`config.mk`:
```
export PLATFORM = sky130hd
export DESIGN_NAME = encoder83_pend
export DESIGN_NICKNAME = d
export VERILOG_FILES = /design/src/rtl/encoder83_pend_pkg.sv /design/src/rtl/encoder83_pend_prio.sv /design/src/rtl/encoder83_pend.sv
export SDC_FILE = /design/constraint.sdc
export NUM_CORES = 1
export LEC_CHECK = 0
export ABC_AREA = 1
export CELL_PAD_IN_SITES_DETAIL_PLACEMENT = 1
export CELL_PAD_IN_SITES_GLOBAL_PLACEMENT = 2
export CORE_MARGIN = 5
export CORE_UTILIZATION = 28
export DETAILED_ROUTE_END_ITERATION = 16
export GPL_TIMING_DRIVEN = 0
export HOLD_SLACK_MARGIN = 0.02
export PLACE_DENSITY_LB_ADDON = 0.1
export SETUP_SLACK_MARGIN = 0.02
export SLEW_MARGIN = 20
export SYNTH_ARGS = -nofsm -noshare
export SYNTH_HDL_FRONTEND = slang
export SYNTH_SLANG_ARGS = --single-unit
```
`constraint.sdc`:
```
create_clock -name i_clk -period 3.6 [get_ports i_clk]
set_input_delay 0.72 -clock i_clk [delete_from_list [all_inputs] [get_ports i_clk]]
set_output_delay 0.72 -clock i_clk [all_outputs]
set_load 0.02 [all_outputs]
```
`src/rtl/encoder83_pend_pkg.sv`:
```
// Shared types and helpers for the registered 8-to-3 pending encoder.
// Optional feature macro: ENCODER83_PEND_ROUND_ROBIN_EN.
package encoder83_pkg;

    localparam int REQ_W = 8;
    localparam int SEL_W = 3;

    typedef enum logic [0:0] {
        ST_IDLE    = 1'b0,
        ST_PRESENT = 1'b1
    } state_e;

    function automatic logic [REQ_W-1:0] onehot8(input logic [SEL_W-1:0] idx);
        logic [REQ_W-1:0] v;
        v = '0;
        v[idx] = 1'b1;
        return v;
    endfunction

endpackage

```
`src/rtl/encoder83_pend_prio.sv`:
```
// Combinational priority search over 8 bits starting at a rotating index.
// A start of 0 gives plain lowest-index-wins priority.
module prio_find8
    import encoder83_pkg::*;
(
    input  logic [REQ_W-1:0] i_vec,
    input  logic [SEL_W-1:0] i_start,
    output logic             o_found,
    output logic [SEL_W-1:0] o_idx
);

    logic [SEL_W-1:0] k;

    // Walk offsets from farthest to nearest so the nearest hit is kept.
    always_comb begin
        o_found = 1'b0;
        o_idx   = '0;
        k       = '0;
        for (int i = REQ_W - 1; i >= 0; i--) begin
            k = i_start + SEL_W'(i);
            if (i_vec[k]) begin
                o_found = 1'b1;
                o_idx   = k;
            end
        end
    end

endmodule

```
`src/rtl/encoder83_pend.sv`:
```
// Registered 8-to-3 priority encoder with edge-captured pending requests.
// Define ENCODER83_PEND_ROUND_ROBIN_EN for round-robin selection.
module encoder83_pend
    import encoder83_pkg::*;
(
    input  logic             i_clk,
    input  logic             i_rst,
    input  logic [REQ_W-1:0] i_req,
    input  logic             i_opt,
    input  logic             i_ack,
    output logic             o_valid,
    output logic [SEL_W-1:0] o_sel,
    output logic [REQ_W-1:0] o_pend,
    output logic             o_ovf
);

    state_e           state_q, state_d;
    logic [SEL_W-1:0] sel_q, sel_d;
    logic [REQ_W-1:0] pend_q, pend_d;
    logic [REQ_W-1:0] r_q, r_d;
    logic             ovf_q, ovf_d;

    logic [REQ_W-1:0] rise;
    logic [REQ_W-1:0] clr;
    logic [REQ_W-1:0] pick_vec;
    logic [SEL_W-1:0] pick_start;
    logic [SEL_W-1:0] pick_idx;
    logic             pick_found;
    logic             valid;
    logic             ack_fire;

    assign valid    = (state_q == ST_PRESENT);
    assign ack_fire = valid & i_ack;

    always_comb begin
        r_d    = i_opt ? i_req : ~i_req;
        rise   = r_d & ~r_q;
        clr    = ack_fire ? onehot8(sel_q) : '0;
        pend_d = (pend_q & ~clr) | rise;
        ovf_d  = ovf_q | (|(rise & pend_q & ~clr));
    end

`ifdef ENCODER83_PEND_ROUND_ROBIN_EN
    logic [SEL_W-1:0] ptr_q, ptr_d;

    always_comb begin
        ptr_d = ptr_q;
        if (ack_fire) begin
            ptr_d = sel_q + SEL_W'(1);
        end
    end

    always_ff @(posedge i_clk) begin
        if (i_rst) begin
            ptr_q <= '0;
        end else begin
            ptr_q <= ptr_d;
        end
    end

    // The next pick must already honour the pointer advanced by this ack.
    assign pick_start = ptr_d;
`else
    assign pick_start = '0;
`endif

    // IDLE loads from the registered pending set; an ack loads from nxt.
    assign pick_vec = valid ? pend_d : pend_q;

    prio_find8 u_prio (
        .i_vec   (pick_vec),
        .i_start (pick_start),
        .o_found (pick_found),
        .o_idx   (pick_idx)
    );

    always_comb begin
        state_d = state_q;
        sel_d   = sel_q;
        unique case (state_q)
            ST_IDLE: begin
                if (pick_found) begin
                    sel_d   = pick_idx;
                    state_d = ST_PRESENT;
                end
            end
            ST_PRESENT: begin
                if (i_ack) begin
                    if (pick_found) begin
                        sel_d = pick_idx;
                    end else begin
                        state_d = ST_IDLE;
                    end
                end
            end
            default: state_d = ST_IDLE;
        endcase
    end

    always_ff @(posedge i_clk) begin
        if (i_rst) begin
            state_q <= ST_IDLE;
            sel_q   <= '0;
            pend_q  <= '0;
            r_q     <= '0;
            ovf_q   <= 1'b0;
        end else begin
            state_q <= state_d;
            sel_q   <= sel_d;
            pend_q  <= pend_d;
            r_q     <= r_d;
            ovf_q   <= ovf_d;
        end
    end

    assign o_valid = valid;
    assign o_sel   = sel_q;
    assign o_pend  = pend_q;
    assign o_ovf   = ovf_q;

endmodule
```
==> results.tsv <==
stage	metric	value	unit
cts	clk_latency	0.27	ns
power	powerDensity	421	nW/um^2
final_layout	layout-drive-gt1-share	13.1	%
power	pwr-share-clk	26.7	%
setup_path	r2r-start	o_valid	
sta	slew_viol_final	0	
power	seq_power_share	43.9	%
final_layout	diodes	0	
die	start_util	28.5	%
detailed_routing	drt-pass1-iter-count	4	
power	swShare	33.5	%
detailed_routing	drc	0	
sta	worst_slew_pin_slew	0.467	ns
placed_design	io_buffers	22	
synthesis	synth_edf_count	0	
die	die_width	73.6	um
synthesis	synthXorXnorAreaFrac	4.64	%
cts	htreeDepth	1	
global_routing	grt-ovfl-total	0	
detailed_routing	wl_per_cell	12.2	um
sta	hold_ws	0.521	ns
cts	cts_num_sinks	21	
cts	post_cts_buffers	0	
sta	setup_viol	0	
synthesis	ys_top_cells_by_area	dfxtp_1 37%, nand2_1 13%, inv_1 8.0%	
die	io-pin-count	25	
synthesis	synthCells	165	
global_routing	grt_pass1_vias	1100	
cts	cts_tree	yes	
detailed_routing	antenna_left	0	
sta	fin_crit_sh	64.1	%
setup_path	worst-path-max-fanout	4	
worst_hold_path	min_path_type	reg -> reg	
sta	slew_headroom	68.9	%
synthesis	synthMuxAreaShare	0	%
detailed_routing	routed_via_density	4.48	
power	p_leak	0.666	nW
final_layout	finalNonFillerCells	241	
run	drv_cap	0	
power	combPwrFrac	29.4	%
setup_path	crit_path_start	i_ack	
synthesis	synthArstFlopShare	0	%
global_routing	grt_start_max_net_pins	13	
final_layout	final_core_utilization	36.8	%
synthesis	synth_fa_ha_area_share	0	%
cts	clockRootBuffer	clkbuf_8	
global_routing	grt_pass1_wl	4970	um
setup_path	worstSetupStartpointType	input pin	
synthesis	yosysSeqAreaShare	37.1	%
die	core-area	3970	um^2
final_layout	nNetsFinal	204	
setup_path	path_class	in -> reg	
cts	cts.clk_slew.worst_paths	0.08	ns
cts	cts_hold_buf	0	
power	internal_power	0.409	mW
cts	clockBufferDepth	2	
synthesis	synth_area	1130	um^2
global_routing	grt_antenna_before_repair	0	
sta	rsz0062_at_grt	no	
die	fp.dieArea	5420	um^2
synthesis	synthMostInstantiatedCell	nand2_1	
placed_design	dp_hpwl	2420	um
detailed_routing	routed_wl	2940	um
global_routing	busiest_layer	met2	
synthesis	synth_warnings	0	
sta	max_freq	0.433	GHz
synthesis	ys_types	29	
synthesis	ys_ff_latch	21	
synthesis	postSynthAreaPerCell	6.86	um^2
synthesis	synth-simple-area-share	31.6	%
power	ir_drop	0.125	mV
global_routing	use_met2	19.9	%
setup_path	cp-end-kind	register	
cts	cts_buffers	3	
die	die_h	73.6	um
synthesis	synth_common_cells	40 x nand2_1, 24 x inv_1, 21 x dfxtp_1	
sta	setup_slack	1.29	ns
setup_path	crit_arrival	2.48	ns
placed_design	routabilityCongestion	0.803	
global_routing	grtUsageMet1	15.0	%
die	rows	23	
synthesis	synth_ff_type	dfxtp_1	
sta	fin_setup_tns	0	ns
synthesis	synth_compound_area_share	14.6	%
synthesis	synth_top_family_by_area	simple AND/OR/NAND/NOR gates	
synthesis	yosysTopAreaCell	dfxtp_1	
setup_path	required	3.77	ns
detailed_routing	drt-initial-drc-count	43	
sta	finClkSkew	0.00109	ns
placed_design	pre_cts_ws	0.982	ns
status	outcome	finished clean	
global_routing	met3_usage	2.60	%
cts	cts.repair.resized	0	
synthesis	synth.top_cell.area_share	37.1	%
final_layout	fin_area	1460	um^2
power	power.switching	0.206	mW
detailed_routing	vias	1079	
sta	min_period	2.31	ns
synthesis	synth_nets	177	
final_layout	syn_to_final_growth	29.1	%
placed_design	dp.cells	237	
power	power	0.616	mW
worst_hold_path	hold_path_startpoint	o_pend[1]	
sta	hold_viol	0	
global_routing	grtUsageTotal	12.1	%
placed_design	place_area	1420	um^2
[per-layer routing]
| metal | vias up | share of wire, % |
|---|---|---|
| met5 | - | 0 |
| met3 | 6 | 4.3 |
| li1 | 560 | - |
| met4 | 0 | 2.1 |
| met1 | 495 | 45 |
| met2 | 18 | 49 |
[layout by cell type, fill, tap and decap left out, types with 3 or more instances in the layout]
cell,count
inv_2,4
clkdlybuf4s50_1,22
clkbuf_8,3
xnor2_1,6
nor2_1,17
o21ai_1,8
inv_1,24
nand2_2,3
dfxtp_1,21
nand2_1,40
nand3_1,8
a21oi_1,9
o21ai_2,3
[power groups by stage]
stage,Combinational [mW],Clock (mW),Sequential (mW)
global placement,0.181,0,0.275
CTS,0.185,0.172,0.271
global route,0.202,0.183,0.274
detailed placement,0.184,0,0.276
floorplan,0.100,0,0.292
finish,0.181,0.164,0.270
[registers in the layout, summed over array words and instances, names as in the netlist]
name,count
o_valid,1
o_sel,3
o_ovf,1
o_pend,8
r_q,8
[critical path, stage by stage]
cell and delay (ns):
clkdlybuf4s50_1 0.59, nand3_1 0.12, o21ai_1 0.24, nand3_1 0.11, o21ai_1 0.12, nand2_1 0.13, nor2_4 0.13, nand2_2 0.08
nand2_4 0.08, nand2_1 0.05, nand2_1 0.06, a21oi_2 0.03
[final timing paths]
| path | to | slack, ns | cells past startpoint |
|---|---|---|---|
| max | o_sel[0] | 1.29 | 12 |
| max reg2reg | o_sel[0] | 1.84 | 14 |
| min | o_pend[1] | 0.52 | 2 |
| min reg2reg | o_pend[1] | 0.52 | 2 |
[final cells by class]
cell class / count / area (um^2)
plain buffers: 5 / 31.3
well taps: 50 / 62.6
clock buffers: 3 / 41.3
flip-flops and latches: 21 / 420
fillers: 507 / 2510
inverters: 28 / 105
repair buffers: 22 / 220
multi-input cells: 111 / 576
clock inverters: 1 / 5.00
[kinds of logic after synthesis]
family,count (synthesis)
AOI/OAI and AO/OA,27
xor gates and xnor gates,6
buffers and inverters,33
DFF,21
and+or+nand+nor,78
Note: power is estimated with default switching activity, not from simulation.
